## src/rtl/fifo_pkg.sv

```systemverilog
// Shared helpers for the dual-clock FIFO pointer blocks.
// Gray/binary conversion on a wide vector; callers zero-extend.
package fifo_pkg;

  localparam int DEPTH_DEF  = 8;
  localparam int ADDR_W_DEF = $clog2(DEPTH_DEF);
  localparam int PTR_MAX    = 32;

  typedef logic [PTR_MAX-1:0] ptr_t;

  function automatic ptr_t bin2gray(
    input ptr_t b
  );
    return b ^ (b >> 1);
  endfunction

  // Zero-extended inputs keep the upper result bits zero.
  function automatic ptr_t gray2bin(
    input ptr_t g
  );
    ptr_t b;
    b[PTR_MAX-1] = g[PTR_MAX-1];
    for (int i = PTR_MAX-2; i >= 0; i--)
      b[i] = b[i+1] ^ g[i];
    return b;
  endfunction

endpackage

```

## src/rtl/sync_2ff.sv

```systemverilog
// Two-flop synchroniser for Gray pointers crossing clock domains.
// Async active-low reset clears both stages.
module sync_2ff #(
  parameter int WIDTH = 1
) (
  input  logic             clk,
  input  logic             rst_n,
  input  logic [WIDTH-1:0] d,
  output logic [WIDTH-1:0] q
);

  logic [WIDTH-1:0] q1;

  always_ff @(posedge clk or negedge rst_n) begin
    if (!rst_n) begin
      q1 <= '0;
      q  <= '0;
    end else begin
      q1 <= d;
      q  <= q1;
    end
  end

endmodule

```

## src/rtl/fifo_wptr_full.sv

```systemverilog
// Write-domain pointer, full/almost-full and overflow logic
// for the dual-clock FIFO.
module fifo_wptr_full
  import fifo_pkg::*;
#(
  parameter int DEPTH     = 8,
  parameter int AFULL_LVL = DEPTH - 2,
  localparam int ADDR_W   = $clog2(DEPTH),
  localparam int PW       = ADDR_W + 1
) (
  input  logic              w_clk,
  input  logic              w_rst_n,
  input  logic              wr_rq,
  input  logic [PW-1:0]     rptr_gray,
  input  logic              ovf_clr,
  output logic [ADDR_W-1:0] waddr,
  output logic [PW-1:0]     wptr_gray,
  output logic              full,
  output logic              almost_full,
  output logic              wr_ack,
  output logic [PW-1:0]     wcount,
  output logic              overflow
);

  // Inverting the top two Gray bits marks "one lap ahead".
  localparam logic [PW-1:0] FULL_MASK =
    PW'(3) << (ADDR_W - 1);
  localparam logic [PW-1:0] AF_LVL = PW'(AFULL_LVL);

  logic [PW-1:0] wbin;
  logic [PW-1:0] wbin_next;
  logic [PW-1:0] gray_next;
  logic [PW-1:0] rq2;
  logic [PW-1:0] rbin;
  logic [PW-1:0] lvl_next;
  logic          full_d;
  logic          afull_d;
  ptr_t          rbin_w;
  ptr_t          gnext_w;
  logic          unused_hi;

  sync_2ff #(
    .WIDTH (PW)
  ) u_rsync (
    .clk   (w_clk),
    .rst_n (w_rst_n),
    .d     (rptr_gray),
    .q     (rq2)
  );

  assign wr_ack    = wr_rq & ~full;
  assign wbin_next = wbin + {{ADDR_W{1'b0}}, wr_ack};

  assign gnext_w   = bin2gray(ptr_t'(wbin_next));
  assign rbin_w    = gray2bin(ptr_t'(rq2));
  assign gray_next = gnext_w[PW-1:0];
  assign rbin      = rbin_w[PW-1:0];
  assign unused_hi = ^{gnext_w[PTR_MAX-1:PW],
                       rbin_w[PTR_MAX-1:PW]};

  assign lvl_next = wbin_next - rbin;
  assign full_d   = (gray_next == (rq2 ^ FULL_MASK));
  assign afull_d  = (lvl_next >= AF_LVL);

  assign waddr  = wbin[ADDR_W-1:0];
  assign wcount = wbin - rbin;

  always_ff @(posedge w_clk or negedge w_rst_n) begin
    if (!w_rst_n) begin
      wbin        <= '0;
      wptr_gray   <= '0;
      full        <= 1'b0;
      almost_full <= 1'b0;
    end else begin
      wbin        <= wbin_next;
      wptr_gray   <= gray_next;
      full        <= full_d;
      almost_full <= afull_d;
    end
  end

  // A write attempt while full beats a concurrent clear.
  always_ff @(posedge w_clk or negedge w_rst_n) begin
    if (!w_rst_n)
      overflow <= 1'b0;
    else if (wr_rq & full)
      overflow <= 1'b1;
    else if (ovf_clr)
      overflow <= 1'b0;
  end

endmodule

```

## config.mk

```make
export PLATFORM = sky130hd
export DESIGN_NAME = fifo_wptr_full
export DESIGN_NICKNAME = d
export VERILOG_FILES = /design/src/rtl/fifo_pkg.sv /design/src/rtl/sync_2ff.sv /design/src/rtl/fifo_wptr_full.sv
export SDC_FILE = /design/constraint.sdc
export NUM_CORES = 1
export LEC_CHECK = 0
export ABC_AREA = 0
export ABC_CLOCK_PERIOD_IN_PS = 4000
export CORE_MARGIN = 8
export CORE_UTILIZATION = 46
export DETAILED_ROUTE_END_ITERATION = 8
export GPL_ROUTABILITY_DRIVEN = 0
export PLACE_DENSITY = 0.75
export SLEW_MARGIN = 30
export SYNTH_ARGS = -nofsm -noshare
export SYNTH_HDL_FRONTEND = slang
export SYNTH_HIERARCHICAL = 1
export SYNTH_SLANG_ARGS = --single-unit
```

## constraint.sdc

```tcl
create_clock -name w_clk -period 4 [get_ports w_clk]
set_input_delay 1.2 -clock w_clk [delete_from_list [all_inputs] [get_ports w_clk]]
set_output_delay 1.2 -clock w_clk [all_outputs]
set_load 0.005 [all_outputs]
```

== After elaboration in Yosys (flattened, before gate mapping) ==
Cells that the tools add are included.
Cells by class
  $add $sub $neg: 3
  magnitude comparators: 1
  equal/unequal tests: 1
  mux-type cells: 2
  bitwise gates (word level): 8
  reductions and logical operators: 1
Operators with widths (number)
  $sub 4x4->4: 2
  $add 4x1->4: 1
  $eq 4x4->1: 1
  $ge 4x3->1 const B: 1
  $xor 4x3->4: 1
  $xor 1x1->1: 3
  $and 1x1->1: 2
  $mux 1: 2
  $not 2->2: 1
  $reduce_bool 2->1: 1
  $not 1->1: 1
Word-level totals
  register bits after elaboration: 19
  input port bits: 8
  output and inout bits: 15
  word-level logic and storage cells: 23

== Logic depth before layout (Yosys ltp) ==
  depth after elaboration: 5
  depth in mapped cells: 10
  depth with buffers taken out: 10

== Modules after synthesis ==
Netlist, hierarchy kept.
Modules (own cells, without submodules)
  fifo_wptr_full: times used 1, cells each 60, area an instance 664.4 sq um, sequential area each 250.2 sq um
  sync_2ff: times used 1, cells each 8, area an instance 200.2 sq um, sequential area each 200.2 sq um

== Worst setup path before layout ==
Ideal clock, no wire load.
  path type: reg-to-output
  start: register u_rsync.q[3]
  end: output wcount[2]
  data arrival time: 2.082 ns
  required time: 2.800 ns
  path slack: 0.718 ns
  cell stages (with the launch flop): 8
  path buffers: 0
  path through: dfrtp_1 -> xnor2_1 -> xor2_1 -> xnor2_1 -> ha_1 -> inv_1 -> fa_1 -> xor2_1
On the way
  cells in the longest elaborated chain, start to end: 4
RTL lines
  start: declaration: RTL line sync_2ff.sv:9  | output logic [WIDTH-1:0] q
  start signal: assignment: RTL line sync_2ff.sv:20  | q <= q1;
  $xor 1x1->1 (*): RTL line fifo_pkg.sv:24  | b[i] = b[i+1] ^ g[i];
  $xor 1x1->1 (2 in a row): RTL line fifo_pkg.sv:24
  $sub 4x4->4 (*): RTL line fifo_wptr_full.sv:66  | assign wcount = wbin - rbin;
  end: declaration: RTL line fifo_wptr_full.sv:21  | output logic [PW-1:0] wcount,
Mark *: on every way between the ends. The rest lies on a longest branch, timed or not.

== Worst setup path in the final report ==
Same ends and word-level chain as after synthesis.

==> impl_metrics.ini <==
[clock_network]
clk_path_buf_depth = 2
ctsRootBufferMaster = clkbuf_4
clk_pin_slew_worst_paths_ns = 0.09
clock_latency_ns = 0.28
cts_num_sinks = 18
holdBufCountCts = 0
htree_levels = 1
cts_tree = built
numCtsBuffers = 3

[timing]
skew_ns = 0.00250
fin_crit_sh = 0.956
fmax_ghz = 0.262
grt_setup_unrepaired = no
finalSetupTns_ns = 0
slew_violations = 0
period_needed_ns = 3.82
tightest_slew_ns = 0.770
finalSetupViolCount = 0
hold_viol = 0
slew_headroom = 0.485

[pwr]
p_per_area_mw_per_mm2 = 864
leakage_nw = 0.528
vdd_drop_max_mv = 0.406

[worst_setup_path]
max_stage_delay_ns = 0.51
critical_path.startpoint_type = register
critPathCaptureType = output pin
cp_data_required_time_ns = 2.80
cp_cell_sequence = xnor2_2 > xor2_2 > xnor2_1 > ha_1 > inv_1 > fa_1 > xor2_1 > clkdlybuf4s50_1
crit_path_max_fanout = 5
cp_slowest_cell = clkdlybuf4s50_1
path_delay_family = XOR/XNOR gates
cp.depth = 8
worst_r2r_path_depth = 10
crit_type = register to output pin
cp_num_buf_inv = 2
cp.arrival_ns = 2.62

[hold_path]
hold_depth = 0
hold_class = register to register

[placement]
portBuffers = 22
dpl.hpwl_um = 1320
placed_area_mm2 = 0.00112

[logic_synthesis]
synth-edff-count = 0
synth-main-ff-cell = dfrtp_1
synth_commonest_cells = dfrtp_1, xnor2_1, ha_1, inv_1, xor2_1
netlist_top_cells_area = dfrtp_1, ha_1, xnor2_1, xor2_1, fa_1
syn_avg_cell_area_um2 = 12.7
post-synth-top-count-cell = dfrtp_1
syn_nets = 86
ys_types = 17
synth_warnings = 6
ys_ff_latch = 18
ys_seq_area_frac = 0.521
synth_area_um2 = 865
synth_top_area_frac = 0.521
synth_largest_area_cell = dfrtp_1
synthArstFlopShare = 1.00
syn_inst = 68

[global_routing]
gr-usage-all-layers = 0.103
grt_pass1_wl_um = 2800
grt_use_met3 = 0.0217
antenna_found_initial = 0
grt_use_met2 = 0.191
grt_use_met1 = 0.110
first_global_vias = 632
grt_max_degree = 19
overflow = 0
grt_busiest_layer = met2

[drt]
drt_wl_total_um = 1610
wl_per_cell_um = 13.4
ant_nets = 0
dr.first_iter.drc_count = 2
first_pass_iters = 2
drc = 0
routed-via-count = 579
vias_per_cell = 4.83

[floorplanning]
die_area_mm2 = 0.00352
die_w_um = 59.4
io_pins = 23
die_y_um = 59.4
core.rowCount = 15
initial_core_util = 0.495
core_area_mm2 = 0.00175

[final_layout]
drive_gt1_frac = 0.0842
syn_to_final_growth_pct = 35.2
diodes = 0
final_nets = 115
postLayoutCellArea_mm2 = 0.00117

[outcome]
status = complete, no violations

[flow_run]
maxCapViolCount = 0
-- state kept, by name, summed over array words and instances (netlist names) --
name	cells
wbin	4
overflow	1
u_rsync/q	4
full	1
u_rsync/q1	4
almost_full	1
wptr_gray	3
-- metrics by stage --
step / worst slack (ns) / power [mW] / hold WS [ns] / utilization / std cells
after floorplan: 0.718 / 0.647 / 0.331 / - / 68
after global placement: 0.243 / 0.904 / 0.334 / 0.644 / 116
after detailed placement: 0.249 / 0.927 / 0.341 / 0.644 / 116
after CTS: 0.0173 / 1.02 / 0.364 / 0.661 / 119
after global routing: 0.00223 / 1.11 / 0.369 / 0.670 / 120
final: 0.177 / 1.01 / 0.360 / 0.670 / 120
-- cell usage in the layout (no fill, tap or decap) --
cell type and instances:
a21o_1 2, a21oi_1 3, a22oi_1 1, a31oi_1 1, buf_4 2, clkbuf_4 3
clkdlybuf4s50_1 22, dfrtp_1 18, fa_1 2, ha_1 8, inv_1 8, mux2i_1 1
nand2_1 1, nand3_1 3, nor2b_1 1, o21ai_0 1, or3_1 2, xnor2_1 8
xnor2_2 2, xor2_1 5, xor2_2 1
-- report_power, final --
| part | leakage, nW | internal [mW] | total [mW] | switching [mW] |
|---|---|---|---|---|
| logic | 0.301 | 0.357 | 0.640 | 0.282 |
| registers | 0.214 | 0.243 | 0.284 | 0.0413 |
| clock network | 0.0138 | 0.0350 | 0.0861 | 0.0511 |
-- final cells by class --
type / count / area [um2]
Clock buffer: 3 / 22.5
Fill cell: 146 / 577
Inverter: 8 / 30.0
Multi-Input combinational cell: 42 / 399
Sequential cell: 18 / 450
Tap cell: 25 / 31.3
Timing Repair Buffer: 24 / 235
-- worst paths after layout --
check | start | to | slack (ns)
worst max-delay path | u_rsync/q[3] | wcount[2] | 0.18
worst max register to register | full | almost_full | 1.55
min in group asynchronous | w_rst_n | wptr_gray[0] | 1.36
worst min-delay path | u_rsync/q1[1] | u_rsync/q[1] | 0.36
worst min register to register | u_rsync/q1[1] | u_rsync/q[1] | 0.36
max in group asynchronous | w_rst_n | wbin[3] | 2.16
-- timing repair --
item,CTS,global route
resized for setup,1,1
cloned,0,0
endpoints found under the setup margin,3,3
setup buffers,0,1
pin swaps,0,1
-- cell families (layout without fill, tap and decap cells) --
family / Yosys count / in the layout / share of synthesized area
DFF: 18 / 18 / 0.521
and+or+nand+nor: 7 / 7 / 0.0434
AOI/OAI and AO/OA: 8 / 8 / 0.0564
xor gates and xnor gates: 16 / 16 / 0.171
adders and majority gates: 10 / 10 / 0.162
buffers and inverters: 8 / 35 / 0.0347
muxes: 1 / 1 / 0.0116
-- worst reg2reg max path, cell delays in order (launching register included) --
cell and delay, ns:
dfrtp_1 0.38, nor2b_1 0.07, ha_1 0.19, ha_1 0.21, xnor2_2 0.34, inv_1 0.12, ha_1 0.34, a21o_1 0.20
a31oi_1 0.16, xnor2_1 0.16, mux2i_1 0.20
-- metal layers --
layer	share of wire	vias to the layer above
met5	0	-
met4	0.0025	0
met3	0.050	2
met2	0.53	14
met1	0.41	286
li1	-	277
(Power assumes the default switching activity.)
